===== config.mk =====
export PLATFORM = sky130hd
export DESIGN_NAME = regfile_write_arbiter
export DESIGN_NICKNAME = d
export VERILOG_FILES = /design/src/rtl/regfile_write_arbiter_pkg.sv /design/src/rtl/regwr_fifo.sv /design/src/rtl/regfile_write_arbiter.sv
export SDC_FILE = /design/constraint.sdc
export NUM_CORES = 1
export LEC_CHECK = 0
export CAP_MARGIN = 20
export CORE_ASPECT_RATIO = 1.2
export CORE_UTILIZATION = 52
export DETAILED_ROUTE_END_ITERATION = 10
export MAX_ROUTING_LAYER = met4
export PLACE_DENSITY = 0.91
export SLEW_MARGIN = 5
export SYNTH_ARGS = -nofsm -noshare
export SYNTH_HDL_FRONTEND = slang
export SYNTH_HIERARCHICAL = 1
export SYNTH_SLANG_ARGS = --single-unit

===== constraint.sdc =====
create_clock -name clk -period 6.03 [get_ports clk]
set_input_delay 1.206 -clock clk [delete_from_list [all_inputs] [get_ports clk]]
set_output_delay 1.206 -clock clk [all_outputs]
set_load 0.005 [all_outputs]

===== src/rtl/regfile_write_arbiter_pkg.sv =====
// Shared types and defaults for the register-file write-port arbiter.
// The WB stage and the long-latency unit (LLU) share one write port;
// these definitions are common to the arbiter and its result buffer.
package regfile_write_arbiter_pkg;

  localparam int REGWR_XLEN                 = 32;
  localparam int REGWR_DEPTH_DEFAULT        = 2;
  localparam int REGWR_STARVE_LIMIT_DEFAULT = 4;

  // A pending register write: destination and value
  typedef struct packed {
    logic [4:0]            rd;
    logic [REGWR_XLEN-1:0] data;
  } regwr_req_t;

  // A buffered LLU result; kill marks it as superseded by a younger WB write
  typedef struct packed {
    regwr_req_t req;
    logic       kill;
  } regwr_entry_t;

  // Which requester owns the write port in the current cycle
  typedef enum logic [1:0] {
    SRC_NONE = 2'd0,
    SRC_WB   = 2'd1,
    SRC_LLU  = 2'd2
  } regwr_src_e;

  // Source/destination compare that never matches x0
  function automatic logic rd_match(input logic [4:0] src, input logic [4:0] dst);
    return (src != 5'd0) && (src == dst);
  endfunction

endpackage


===== src/rtl/regwr_fifo.sv =====
// Circular buffer of LLU results waiting for an idle register-file write port.
// Each entry carries rd, data and a kill bit; the per-entry valid/rd/kill
// vectors are exposed so the arbiter can run hazard compares on them.
module regwr_fifo
  import regfile_write_arbiter_pkg::*;
#(
  parameter int  XLEN  = REGWR_XLEN,
  parameter int  DEPTH = REGWR_DEPTH_DEFAULT,
  localparam int PTR_W = (DEPTH > 1) ? $clog2(DEPTH) : 1,
  localparam int CNT_W = $clog2(DEPTH + 1)
) (
  input  logic                  clk,
  input  logic                  reset,
  input  logic                  push_i,
  input  logic [4:0]            push_rd_i,
  input  logic [XLEN-1:0]       push_data_i,
  input  logic                  pop_i,
  input  logic                  kill_en_i,
  input  logic [4:0]            kill_rd_i,
  output logic [4:0]            head_rd_o,
  output logic [XLEN-1:0]       head_data_o,
  output logic                  head_kill_o,
  output logic                  empty_o,
  output logic                  full_o,
  output logic [CNT_W-1:0]      count_o,
  output logic [DEPTH-1:0]      valid_o,
  output logic [DEPTH-1:0][4:0] rd_o,
  output logic [DEPTH-1:0]      kill_o
);

  logic [PTR_W-1:0] head_q, head_d;
  logic [PTR_W-1:0] tail_q, tail_d;
  logic [CNT_W-1:0] count_q, count_d;
  logic [DEPTH-1:0] valid_q, valid_d;
  logic [DEPTH-1:0] kill_q, kill_d;
  logic [4:0]       rd_q   [DEPTH];
  logic [XLEN-1:0]  data_q [DEPTH];
  logic             pushOk;
  logic             popOk;

  // Advance a pointer, wrapping at DEPTH (DEPTH need not be a power of two)
  function automatic logic [PTR_W-1:0] ptr_inc(input logic [PTR_W-1:0] p);
    if (int'(p) == DEPTH - 1) begin
      return '0;
    end
    return p + 1'b1;
  endfunction

  assign empty_o = (count_q == '0);
  assign full_o  = (count_q == CNT_W'(DEPTH));
  assign count_o = count_q;

  // Guard against pushing into a full buffer or popping an empty one
  assign pushOk = push_i & ~full_o;
  assign popOk  = pop_i & ~empty_o;

  assign head_rd_o   = rd_q[head_q];
  assign head_data_o = data_q[head_q];
  assign head_kill_o = kill_q[head_q];
  assign valid_o     = valid_q;
  assign kill_o      = kill_q;

  // Flatten the stored destinations for the arbiter's compare logic
  always_comb begin
    for (int i = 0; i < DEPTH; i++) begin
      rd_o[i] = rd_q[i];
    end
  end

  // Next pointers, occupancy and kill bits; a WB kill also hits the entry pushed this cycle
  always_comb begin
    head_d  = head_q;
    tail_d  = tail_q;
    count_d = count_q;
    valid_d = valid_q;
    kill_d  = kill_q;
    for (int i = 0; i < DEPTH; i++) begin
      if (kill_en_i && valid_q[i] && (rd_q[i] == kill_rd_i)) begin
        kill_d[i] = 1'b1;
      end
    end
    if (popOk) begin
      valid_d[head_q] = 1'b0;
      kill_d[head_q]  = 1'b0;
      head_d          = ptr_inc(head_q);
    end
    if (pushOk) begin
      valid_d[tail_q] = 1'b1;
      kill_d[tail_q]  = kill_en_i && (push_rd_i == kill_rd_i);
      tail_d          = ptr_inc(tail_q);
    end
    case ({pushOk, popOk})
      2'b10:   count_d = count_q + 1'b1;
      2'b01:   count_d = count_q - 1'b1;
      default: count_d = count_q;
    endcase
  end

  // Control state register; reset discards every buffered result
  always_ff @(posedge clk or negedge reset) begin
    if (!reset) begin
      head_q  <= '0;
      tail_q  <= '0;
      count_q <= '0;
      valid_q <= '0;
      kill_q  <= '0;
    end else begin
      head_q  <= head_d;
      tail_q  <= tail_d;
      count_q <= count_d;
      valid_q <= valid_d;
      kill_q  <= kill_d;
    end
  end

  // Payload storage; only meaningful where valid is set, so it needs no reset
  always_ff @(posedge clk) begin
    if (pushOk) begin
      rd_q[tail_q]   <= push_rd_i;
      data_q[tail_q] <= push_data_i;
    end
  end

endmodule


===== src/rtl/regfile_write_arbiter.sv =====
// Register-file write-port arbiter. WB always owns the port when it writes;
// LLU results wait in a small buffer and drain when WB is idle. Younger WB
// writes kill stale buffered results, buffered destinations raise RAW hazards,
// and a starved buffer requests an issue stall so WB bubbles free the port.
module regfile_write_arbiter
  import regfile_write_arbiter_pkg::*;
#(
  parameter int  XLEN         = REGWR_XLEN,
  parameter int  DEPTH        = REGWR_DEPTH_DEFAULT,
  parameter int  STARVE_LIMIT = REGWR_STARVE_LIMIT_DEFAULT,
  localparam int CNT_W        = $clog2(DEPTH + 1),
  localparam int STARVE_W     = $clog2(STARVE_LIMIT + 1)
) (
  input  logic             clk,
  input  logic             reset,
  input  logic             wb_we,
  input  logic [4:0]       wb_rd,
  input  logic [XLEN-1:0]  wb_data,
  input  logic             llu_valid,
  input  logic [4:0]       llu_rd,
  input  logic [XLEN-1:0]  llu_data,
  output logic             llu_ready,
  output logic             reg_write,
  output logic [4:0]       wt_addr,
  output logic [XLEN-1:0]  wt_data,
  input  logic [4:0]       id_rs1_addr,
  input  logic [4:0]       id_rs2_addr,
  output logic             pending_hit,
  output logic             stall_req,
  output logic [CNT_W-1:0] fifo_count
);

  logic                  wbLive;
  logic                  fifoPush;
  logic                  fifoPop;
  logic                  fifoEmpty;
  logic                  fifoFull;
  logic [4:0]            headRd;
  logic [XLEN-1:0]       headData;
  logic                  headKill;
  logic [DEPTH-1:0]      entryValid;
  logic [DEPTH-1:0][4:0] entryRd;
  logic [DEPTH-1:0]      entryKill;
  regwr_src_e            grantSrc;
  logic [STARVE_W-1:0]   starveCount_q, starveCount_d;
  logic                  stallReq_q, stallReq_d;

  // Writes to x0 are architecturally void, so they never claim the port
  assign wbLive = wb_we && (wb_rd != 5'd0);

  // Readiness comes only from the registered occupancy; no push into a full buffer
  assign llu_ready = ~fifoFull;

  // An x0 result is acknowledged to the LLU but never allocated
  assign fifoPush = llu_valid && llu_ready && (llu_rd != 5'd0);

  regwr_fifo #(
    .XLEN  (XLEN),
    .DEPTH (DEPTH)
  ) u_fifo (
    .clk         (clk),
    .reset       (reset),
    .push_i      (fifoPush),
    .push_rd_i   (llu_rd),
    .push_data_i (llu_data),
    .pop_i       (fifoPop),
    .kill_en_i   (wbLive),
    .kill_rd_i   (wb_rd),
    .head_rd_o   (headRd),
    .head_data_o (headData),
    .head_kill_o (headKill),
    .empty_o     (fifoEmpty),
    .full_o      (fifoFull),
    .count_o     (fifo_count),
    .valid_o     (entryValid),
    .rd_o        (entryRd),
    .kill_o      (entryKill)
  );

  // Port owner: live WB first, then the buffer head, else nobody
  always_comb begin
    grantSrc = SRC_NONE;
    if (wbLive) begin
      grantSrc = SRC_WB;
    end else if (!fifoEmpty) begin
      grantSrc = SRC_LLU;
    end
  end

  // Drive the register-file port; a killed head still pops but writes nothing
  always_comb begin
    reg_write = 1'b0;
    wt_addr   = '0;
    wt_data   = '0;
    fifoPop   = 1'b0;
    case (grantSrc)
      SRC_WB: begin
        reg_write = 1'b1;
        wt_addr   = wb_rd;
        wt_data   = wb_data;
      end
      SRC_LLU: begin
        fifoPop   = 1'b1;
        reg_write = ~headKill;
        wt_addr   = headRd;
        wt_data   = headData;
      end
      default: begin
      end
    endcase
  end

  // RAW hazard against any live buffered result or the result arriving now
  always_comb begin
    pending_hit = 1'b0;
    for (int i = 0; i < DEPTH; i++) begin
      if (entryValid[i] && !entryKill[i] &&
          (rd_match(id_rs1_addr, entryRd[i]) || rd_match(id_rs2_addr, entryRd[i]))) begin
        pending_hit = 1'b1;
      end
    end
    if (llu_valid && (rd_match(id_rs1_addr, llu_rd) || rd_match(id_rs2_addr, llu_rd))) begin
      pending_hit = 1'b1;
    end
  end

  // Count cycles a live head loses the port to WB; stall once the limit is reached
  always_comb begin
    starveCount_d = starveCount_q;
    stallReq_d    = stallReq_q;
    if (fifoEmpty || fifoPop) begin
      starveCount_d = '0;
      stallReq_d    = 1'b0;
    end else begin
      if (!headKill && wbLive && (starveCount_q != STARVE_W'(STARVE_LIMIT))) begin
        starveCount_d = starveCount_q + 1'b1;
      end
      if (starveCount_d == STARVE_W'(STARVE_LIMIT)) begin
        stallReq_d = 1'b1;
      end
    end
  end

  // Starvation state register
  always_ff @(posedge clk or negedge reset) begin
    if (!reset) begin
      starveCount_q <= '0;
      stallReq_q    <= 1'b0;
    end else begin
      starveCount_q <= starveCount_d;
      stallReq_q    <= stallReq_d;
    end
  end

  assign stall_req = stallReq_q;

endmodule


==> results.sh, run 1 <==
export IMPL_cp_end_kind="output pin"
export IMPL_grt_pass1_wl_um=16700
export IMPL_total_leakage_power_nw=2.24
export IMPL_start_util=0.533
export IMPL_hold_slack_ns=0.526
export IMPL_yosys_warnings=6
export IMPL_cp_required_ns=4.82
export IMPL_synthesis_nets=463
export IMPL_drc_errors=0
export IMPL_rsz0062_at_grt="false"
export IMPL_fmax_mhz=208
export IMPL_grt_pass1_vias=3420
export IMPL_critical_path_class="input pin to output pin"
export IMPL_grt_max_degree=43
export IMPL_fin_crit_ns=4.82
export IMPL_firstDrtPassIters=4
export IMPL_finalMaxSlewViolations=0
export IMPL_power_density_nw_per_um2=355
export IMPL_n_antenna_cell=0
export IMPL_fin_tns_setup_ns=0
export IMPL_hold_start="stall_req$_DFFE_PN0P_"
export IMPL_cp_data_arrival_time_ns=3.61
export IMPL_cts_resized_gates=0
export IMPL_yosys_most_used_dff="edfxtp_1"
export IMPL_hold_viol_final=0
export IMPL_placed_area_um2=5910
export IMPL_synthArstFlopShare=0.140
export IMPL_grt_usage=0.249
export IMPL_synth_edf_count=74
export IMPL_die_x_um=87.3
export IMPL_drtAntennaViolNets=0
export IMPL_layout_setup_ws_ns=1.21
export IMPL_post_synth_top_count_cell="edfxtp_1"
export IMPL_clock_tree_htree_level_count=3
export IMPL_insertion_delay_ns=0.36
export IMPL_dieArea_um2=9110
export IMPL_slowest_stage="or4_1"
export IMPL_slew_headroom=0.370
export IMPL_crit_path_cell_trace="clkdlybuf4s50_1 > or4_1 > o21ai_2 > buf_4 > nand3b_1 > nand2_1 > clkdlybuf4s50_1"
export IMPL_status="finished clean"
export IMPL_dpl_hpwl_um=7480
export IMPL_vias_per_cell=5.34
export IMPL_synth_top_area_share=0.489
export IMPL_num_fill_cells=612
export IMPL_worstSetupStartpoint="wb_rd[2]"
export IMPL_num_vias=3313
export IMPL_wl_um=10700
export IMPL_rr_startpoint="u_fifo/head_q$_DFFE_PN0P_"
export IMPL_cts_setup_buffers=0
export IMPL_syn_inst=372
export IMPL_yosysTopAreaCell="edfxtp_1"
export IMPL_synth_seq_area_share=0.556
export IMPL_cts_tree="built"
export IMPL_synth_distinct_cells=41
export IMPL_worst_slew_pin_slew_ns=0.945
export IMPL_setup_viol_count_final=0
export IMPL_synth_cell_area_um2=4540
export IMPL_startpoint_type="input pin"
export IMPL_cts_hold_buf=0
export IMPL_io_pins=131
export IMPL_core_area_um2=8520
export IMPL_crit_fanout=37
export IMPL_initialDrtViolationCount=197
export IMPL_antenna_found_initial=0
export IMPL_cpPeakStageDelay_ns=0.58
export IMPL_root_buffer="clkbuf_8"
export IMPL_path_common_cell="clkdlybuf4s50_1"
export IMPL_synth_area_top_cells="edfxtp_1 (49%), mux2_2 (9.7%), dfrtp_1 (6.6%)"
export IMPL_numCtsBuffers=9
export IMPL_wl_per_cell_um=17.2
export IMPL_fin_area_um2=6110
export IMPL_layout_drive_gt1_share=0.137
export IMPL_ys_ff_latch=86
export IMPL_min_path_type="flip-flop to flip-flop"
export IMPL_clockBufferDepth=2
export IMPL_netlist_top_cells_count="edfxtp_1 (74), nand2_1 (68), mux2_2 (39), nand3b_1 (32), xnor2_1 (31)"
export IMPL_grt_overflow_total=0
export IMPL_rows=37
export IMPL_peakVddDrop_v=0.000258
export IMPL_finClkSkew_ns=0.0102
export IMPL_dieHeight_um=104
export IMPL_nets=591
export IMPL_dp_slack_ns=1.24
export IMPL_cts_sinks=86
export IMPL_path_clk_slew_ns=0.08
export IMPL_syn_avg_cell_area_um2=12.2
export IMPL_final_util=0.717
export IMPL_period_share=0.799
export IMPL_place_congestion=0.864
export IMPL_max_cap_violations=0
export IMPL_port_buffers=130
export IMPL_area_delta_synth_final_pct=34.6
## path summary, 6_finish.rpt
kind / end / slack (ns) / cells past startpoint
setup / recovery: wt_data[8] / 1.21 / 7
hold reg to reg: stall_req$_DFFE_PN0P_ / 0.53 / 1
hold / removal: stall_req$_DFFE_PN0P_ / 0.53 / 1
min in group asynchronous: u_fifo/valid_o[1]$_DFF_PN0_ / 1.20 / 1
max in group asynchronous: u_fifo/head_q$_DFFE_PN0P_ / 4.45 / 1
setup reg to reg: stall_req$_DFFE_PN0P_ / 3.67 / 5
## stage by stage
step | std cells | total power, mW
2_1_floorplan | 372 | 1.42
3_3_place_gp | 605 | 1.75
3_5_place_dp | 605 | 1.79
4_1_cts | 619 | 2.17
5_1_grt | 620 | 2.28
6_report | 620 | 2.17
## critical path, delay by kind of cell
kind	cells	cell delay [ns]
buffers and inverters	3	1.41
AO/OA/AOI/OAI	1	0.16
AND/OR/NAND/NOR	3	0.83
## area by class of cell
cell class	count	area (um2)	area share
clock inverter	4	50.0	0.00819
tap	117	146	0.0240
clock buffer	10	128	0.0209
timing repair buffer	134	1350	0.221
sequential	86	2520	0.413
inverter	8	30.0	0.00491
multi-input combinational	261	1880	0.308
## logic make-up after synthesis
logic type / Yosys count / synth area share
AOI/OAI and AO/OA: 24 / 0.0375
muxes: 41 / 0.101
adders and majority gates: 3 / 0.00827
and+or+nand+nor: 142 / 0.168
xor gates and xnor gates: 51 / 0.0984
buffers and inverters: 25 / 0.0306
DFF: 86 / 0.556
## per-layer routing
metal	track usage	part of all wire	wire (um)	vias up
li1	-	-	-	1580
met1	0.275	0.40	4270	1604
met2	0.432	0.53	5620	106
met3	0.0317	0.041	437	23
met4	0.126	0.031	327	0
met5	-	0	0	-
## power by group
part / internal [mW] / total [mW] / leakage, nW / switching (mW)
logic: 0.500 / 0.853 / 1.32 / 0.352
registers: 0.809 / 0.935 / 0.833 / 0.127
clock network: 0.186 / 0.379 / 0.0842 / 0.193
## flip-flops by register name, summed over array words and instances, names as in the netlist
| name | cells |
|---|---|
| u_fifo/tail_q | 1 |
| stall_req | 1 |
| u_fifo/count_o | 2 |
| u_fifo/head_q | 1 |
| u_fifo/kill_o | 2 |
| u_fifo/valid_o | 2 |
| starveCount_q | 3 |
| u_fifo/data_q | 64 |
| u_fifo/rd_q | 10 |
## placed cells by master, fill, tap and decap left out, types with 2 or more instances in the layout
cell type and instances:
nand3b_1 32, buf_4 3, dfrtp_1 11, nand2_2 2, inv_1 7, xor2_1 20, nor3_1 5, nand2b_1 3
a21o_1 2, o21ai_0 8, nor4_1 7, ha_1 3, o21ai_2 2, nand2_1 68, nor2_1 7, or4_1 3
clkdlybuf4s50_1 130, clkinvlp_4 2, a21oi_1 3, clkbuf_8 9, a31oi_1 2, xnor2_1 31, a22o_1 3, nand3_1 5
edfxtp_1 74, mux2_2 39, nor2_4 2
Power figures use the tool's default switching activity.
==> run 2, diff against run 1 <==
CORE_UTILIZATION = 48   (was 52)
PLACE_DENSITY = 0.86   (was 0.91)
clock period = 4.6 ns   (was 6.03 ns; I/O delays follow)
==> results.sh, run 2 (synthesized netlist as in run 1, its figures left out) <==
export IMPL_status="finished clean"
export IMPL_rsz0062_at_grt="false"
export IMPL_cp_end_kind="output pin"
export IMPL_reg_top3="u_fifo/data_q x64, u_fifo/rd_q x10, starveCount_q x3"
export IMPL_power_density_nw_per_um2=466
export IMPL_slew_headroom=0.445
export IMPL_die_x_um=90.8
export IMPL_total_leakage_power_nw=2.26
export IMPL_layout_commonest_cell="clkdlybuf4s50_1"
export IMPL_cp_data_arrival_time_ns=3.35
export IMPL_area_delta_synth_final_pct=35.4
export IMPL_cts_setup_buffers=0
export IMPL_antenna_found_initial=0
export IMPL_largest_reg_flops=64
export IMPL_core_area_um2=9130
export IMPL_fin_tns_setup_ns=0
export IMPL_layout_drive_gt1_share=0.141
export IMPL_path_clk_slew_ns=0.07
export IMPL_hold_start="stall_req$_DFFE_PN0P_"
export IMPL_total_power_mw=2.86
export IMPL_wl_per_cell_um=17.2
export IMPL_dp_slack_ns=0.327
export IMPL_final_util=0.673
export IMPL_rows=38
export IMPL_final_cell_mix="clkdlybuf4s50_1 (130), edfxtp_1 (74), nand2_1 (68)"
export IMPL_fmax_mhz=234
export IMPL_slowest_stage="or4_1"
export IMPL_place_congestion=0.934
export IMPL_grt_pass1_vias=3518
export IMPL_fin_crit_ns=4.27
export IMPL_critical_path_class="input pin to output pin"
export IMPL_clockBufferDepth=2
export IMPL_port_buffers=130
export IMPL_finalMaxSlewViolations=0
export IMPL_worst_slew_pin_slew_ns=0.832
export IMPL_placed_area_um2=5950
export IMPL_cts_resized_gates=0
export IMPL_top_register="u_fifo/data_q"
export IMPL_clock_tree_htree_level_count=3
export IMPL_grt_max_degree=41
export IMPL_rr_startpoint="u_fifo/count_o[0]$_DFFE_PN0P_"
export IMPL_setup_viol_count_final=0
export IMPL_num_vias=3377
export IMPL_firstDrtPassIters=4
export IMPL_wl_um=10800
export IMPL_max_cap_violations=0
export IMPL_cts_tree="built"
export IMPL_crit_fanout=37
export IMPL_initialDrtViolationCount=225
export IMPL_dpl_hpwl_um=7760
export IMPL_nets=595
export IMPL_cts_sinks=86
export IMPL_numCtsBuffers=9
export IMPL_cp_required_ns=3.68
export IMPL_n_antenna_cell=0
export IMPL_drtAntennaViolNets=0
export IMPL_hold_depth=1
export IMPL_start_util=0.497
export IMPL_reg2regPathDepth=7
export IMPL_startpoint_type="input pin"
export IMPL_fin_area_um2=6150
export IMPL_min_path_type="flip-flop to flip-flop"
export IMPL_r2r_end="u_fifo/count_o[1]$_DFFE_PN0P_"
export IMPL_hold_viol_final=0
export IMPL_crit_path_cell_trace="clkdlybuf4s50_1 > or4_1 > o21ai_4 > buf_4 > nand3b_1 > nand2_1 > clkdlybuf4s50_1"
export IMPL_finClkSkew_ns=0.00974
export IMPL_min_to="stall_req$_DFFE_PN0P_"
export IMPL_peakVddDrop_v=0.000312
export IMPL_grt_overflow_total=0
export IMPL_path_common_cell="clkdlybuf4s50_1"
export IMPL_period_share=0.927
export IMPL_layout_setup_ws_ns=0.334
export IMPL_vias_per_cell=5.37
export IMPL_io_pins=131
export IMPL_cpPeakStageDelay_ns=0.57
export IMPL_grt_usage=0.236
export IMPL_grt_pass1_wl_um=17200
export IMPL_dieArea_um2=9850
export IMPL_root_buffer="clkbuf_8"
export IMPL_insertion_delay_ns=0.35
export IMPL_drc_errors=0
export IMPL_r2r_setup_slack_ns=2.40
export IMPL_cts_hold_buf=0
export IMPL_dieHeight_um=109
run 2: worst max-delay path by stage:
stage / end / cells past startpoint / startpoint / slack (ns)
3_5_place_dp: wt_data[7] / 7 / wb_rd[1] / 0.33
6_report: wt_data[13] / 7 / wb_rd[1] / 0.33
3_3_place_gp: wt_data[7] / 7 / wb_rd[1] / 0.37
5_1_grt: wt_data[28] / 7 / wb_rd[1] / 0.21
2_1_floorplan: wt_data[0] / 7 / wb_rd[2] / 1.62
4_1_cts: wt_data[7] / 7 / wb_rd[1] / 0.31
run 2: metrics by stage:
stage / instances / hold slack, ns
after floorplan: 372 / 0.473
after global placement: 613 / 0.497
after global routing: 629 / 0.547
final: 629 / 0.520
after CTS: 629 / 0.516
after detailed placement: 613 / 0.498
run 2: area by class of cell:
class,instances,area [um2]
Fill cell,677,2980
Sequential cell,86,2520
Multi-Input combinational cell,261,1890
Timing Repair Buffer,138,1360
Clock buffer,16,191
Tap cell,120,150
Inverter,8,30.0
run 2: metal layers:
layer / routed length [um] / up-vias / global-route usage
met4: 260 / 0 / 0.108
met5: 0 / - / -
met1: 4300 / 1631 / 0.261
met2: 5510 / 141 / 0.404
met3: 762 / 18 / 0.0619
li1: - / 1587 / -
run 2: critical path, delay by kind of cell:
family	cells	cell delay (ns)
simple gates	3	0.82
buf+inv	3	1.44
compound gates	1	0.16
run 2: where the power goes:
part	internal, mW	switching [mW]
sequential	1.06	0.135
clock	0.260	0.246
combinational	0.652	0.508
total	1.97	0.889
==> run 3, diff against run 2 <==
HOLD_SLACK_MARGIN = 0.12   (was unset)
SETUP_SLACK_MARGIN = 0.3   (was unset)
SKIP_LAST_GASP = 1   (was unset)
==> results.sh, run 3 (synthesized netlist as in run 1, its figures left out) <==
export IMPL_core_area_um2=9130
export IMPL_place_congestion=0.934
export IMPL_status="finished clean"
export IMPL_drc_errors=0
export IMPL_fin_area_um2=6160
export IMPL_wl_um=10900
export IMPL_root_buffer="clkbuf_8"
export IMPL_startpoint_type="input pin"
export IMPL_num_fill_cells=678
export IMPL_peakVddDrop_v=0.000313
export IMPL_r2r_end="u_fifo/rd_q[0][0]$_DFFE_PP_"
export IMPL_cts_tree="built"
export IMPL_cts_hold_buf=0
export IMPL_setup_viol_count_final=0
export IMPL_grt_overflow_total=0
export IMPL_fin_crit_ns=4.19
export IMPL_crit_fanout=29
export IMPL_total_leakage_power_nw=2.27
export IMPL_drtAntennaViolNets=0
export IMPL_top_register="u_fifo/data_q"
export IMPL_rsz0062_at_grt="false"
export IMPL_finClkSkew_ns=0.00868
export IMPL_cp_end_kind="output pin"
export IMPL_insertion_delay_ns=0.35
export IMPL_antenna_found_initial=0
export IMPL_hold_depth=1
export IMPL_cp_data_arrival_time_ns=3.27
export IMPL_power_density_nw_per_um2=466
export IMPL_min_path_type="flip-flop to flip-flop"
export IMPL_grt_pass1_wl_um=17200
export IMPL_dieHeight_um=109
export IMPL_hold_start="u_fifo/valid_o[1]$_DFF_PN0_"
export IMPL_dpl_hpwl_um=7760
export IMPL_reg2regPathDepth=7
export IMPL_num_vias=3361
export IMPL_dieArea_um2=9850
export IMPL_min_to="u_fifo/valid_o[1]$_DFF_PN0_"
export IMPL_path_clk_slew_ns=0.08
export IMPL_grt_usage=0.236
export IMPL_dp_slack_ns=0.327
export IMPL_layout_drive_gt1_share=0.141
export IMPL_initialDrtViolationCount=234
export IMPL_worstSetupStartpoint="wb_rd[1]"
export IMPL_firstDrtPassIters=5
export IMPL_die_x_um=90.8
export IMPL_grt_max_degree=41
export IMPL_clockBufferDepth=2
export IMPL_layout_commonest_cell="clkdlybuf4s50_1"
export IMPL_fin_tns_setup_ns=0
export IMPL_max_cap_violations=0
export IMPL_layout_setup_ws_ns=0.405
export IMPL_final_util=0.674
export IMPL_io_pins=131
export IMPL_fmax_mhz=238
export IMPL_rr_startpoint="u_fifo/count_o[0]$_DFFE_PN0P_"
export IMPL_grt_pass1_vias=3518
export IMPL_area_delta_synth_final_pct=35.6
export IMPL_clock_tree_htree_level_count=3
export IMPL_start_util=0.497
export IMPL_cts_sinks=86
export IMPL_port_buffers=130
export IMPL_n_antenna_cell=0
export IMPL_slew_headroom=0.458
export IMPL_critical_path_class="input pin to output pin"
export IMPL_rows=38
export IMPL_final_cell_mix="clkdlybuf4s50_1 (130), edfxtp_1 (74), nand2_1 (68)"
export IMPL_cp_required_ns=3.68
export IMPL_finalMaxSlewViolations=0
export IMPL_largest_reg_flops=64
export IMPL_wl_per_cell_um=17.4
export IMPL_placed_area_um2=5950
export IMPL_reg_top3="u_fifo/data_q x64, u_fifo/rd_q x10, starveCount_q x3"
export IMPL_hold_viol_final=0
export IMPL_worst_slew_pin_slew_ns=0.811
export IMPL_vias_per_cell=5.34
export IMPL_period_share=0.912
export IMPL_nets=595
export IMPL_r2r_setup_slack_ns=2.41
export IMPL_numCtsBuffers=9
==> run 3: cell counts in the layout (fill, tap and decap cells not counted) <==
Identical to the previous run, type by type.
==> run 3: layer usage <==
| metal | GRT usage | vias up | share of wire |
|---|---|---|---|
| met5 | - | - | 0 |
| met4 | 0.108 | 0 | 0.021 |
| met3 | 0.0619 | 17 | 0.068 |
| met2 | 0.404 | 135 | 0.51 |
| met1 | 0.261 | 1619 | 0.40 |
| li1 | - | 1590 | - |
==> run 3: area by class of cell <==
type                       instances  area, um2  share of cell area
sequential                        86       2520               0.410
multi-input combinational        261       1890               0.307
timing repair buffer             138       1370               0.222
clock buffer                      16        191              0.0311
tap                              120        150              0.0244
inverter                           8       32.5             0.00528
==> run 3: worst max path at each step <==
stage	end	slack, ns	depth (start not counted)
6_report	wt_addr[0]	0.41	7
3_3_place_gp	wt_data[7]	0.37	7
3_5_place_dp	wt_data[7]	0.33	7
4_1_cts	wt_data[7]	0.31	7
5_1_grt	wt_data[21]	0.32	8
2_1_floorplan	wt_data[0]	1.62	7
==> run 3: worst max-delay path, cell delays in order <==
cell	delay, ns
clkdlybuf4s50_1	0.55
or4_1	0.57
o21ai_4	0.21
inv_4	0.17
nor2_4	0.17
a22o_1	0.17
clkdlybuf4s50_1	0.50
==> run 3: timing repair <==
item / CTS / global route
endpoints found under the setup margin: 0 / 35
setup buffers: 0 / 0
gates resized for setup: 0 / 4
==> run 3: through the flow <==
stage | hold WS [ns] | power (mW) | std cells
finish | 0.517 | 2.87 | 629
global route | 0.547 | 3.02 | 629
CTS | 0.516 | 2.88 | 629
detailed placement | 0.498 | 2.38 | 613
global placement | 0.497 | 2.34 | 613
floorplan | 0.473 | 1.87 | 372
==> run 3: power by group <==
part           internal [mW]  total [mW]  switching, mW
clock                  0.260       0.509          0.248
sequential              1.06        1.20          0.136
combinational          0.653        1.16          0.508
total                   1.97        2.87          0.893
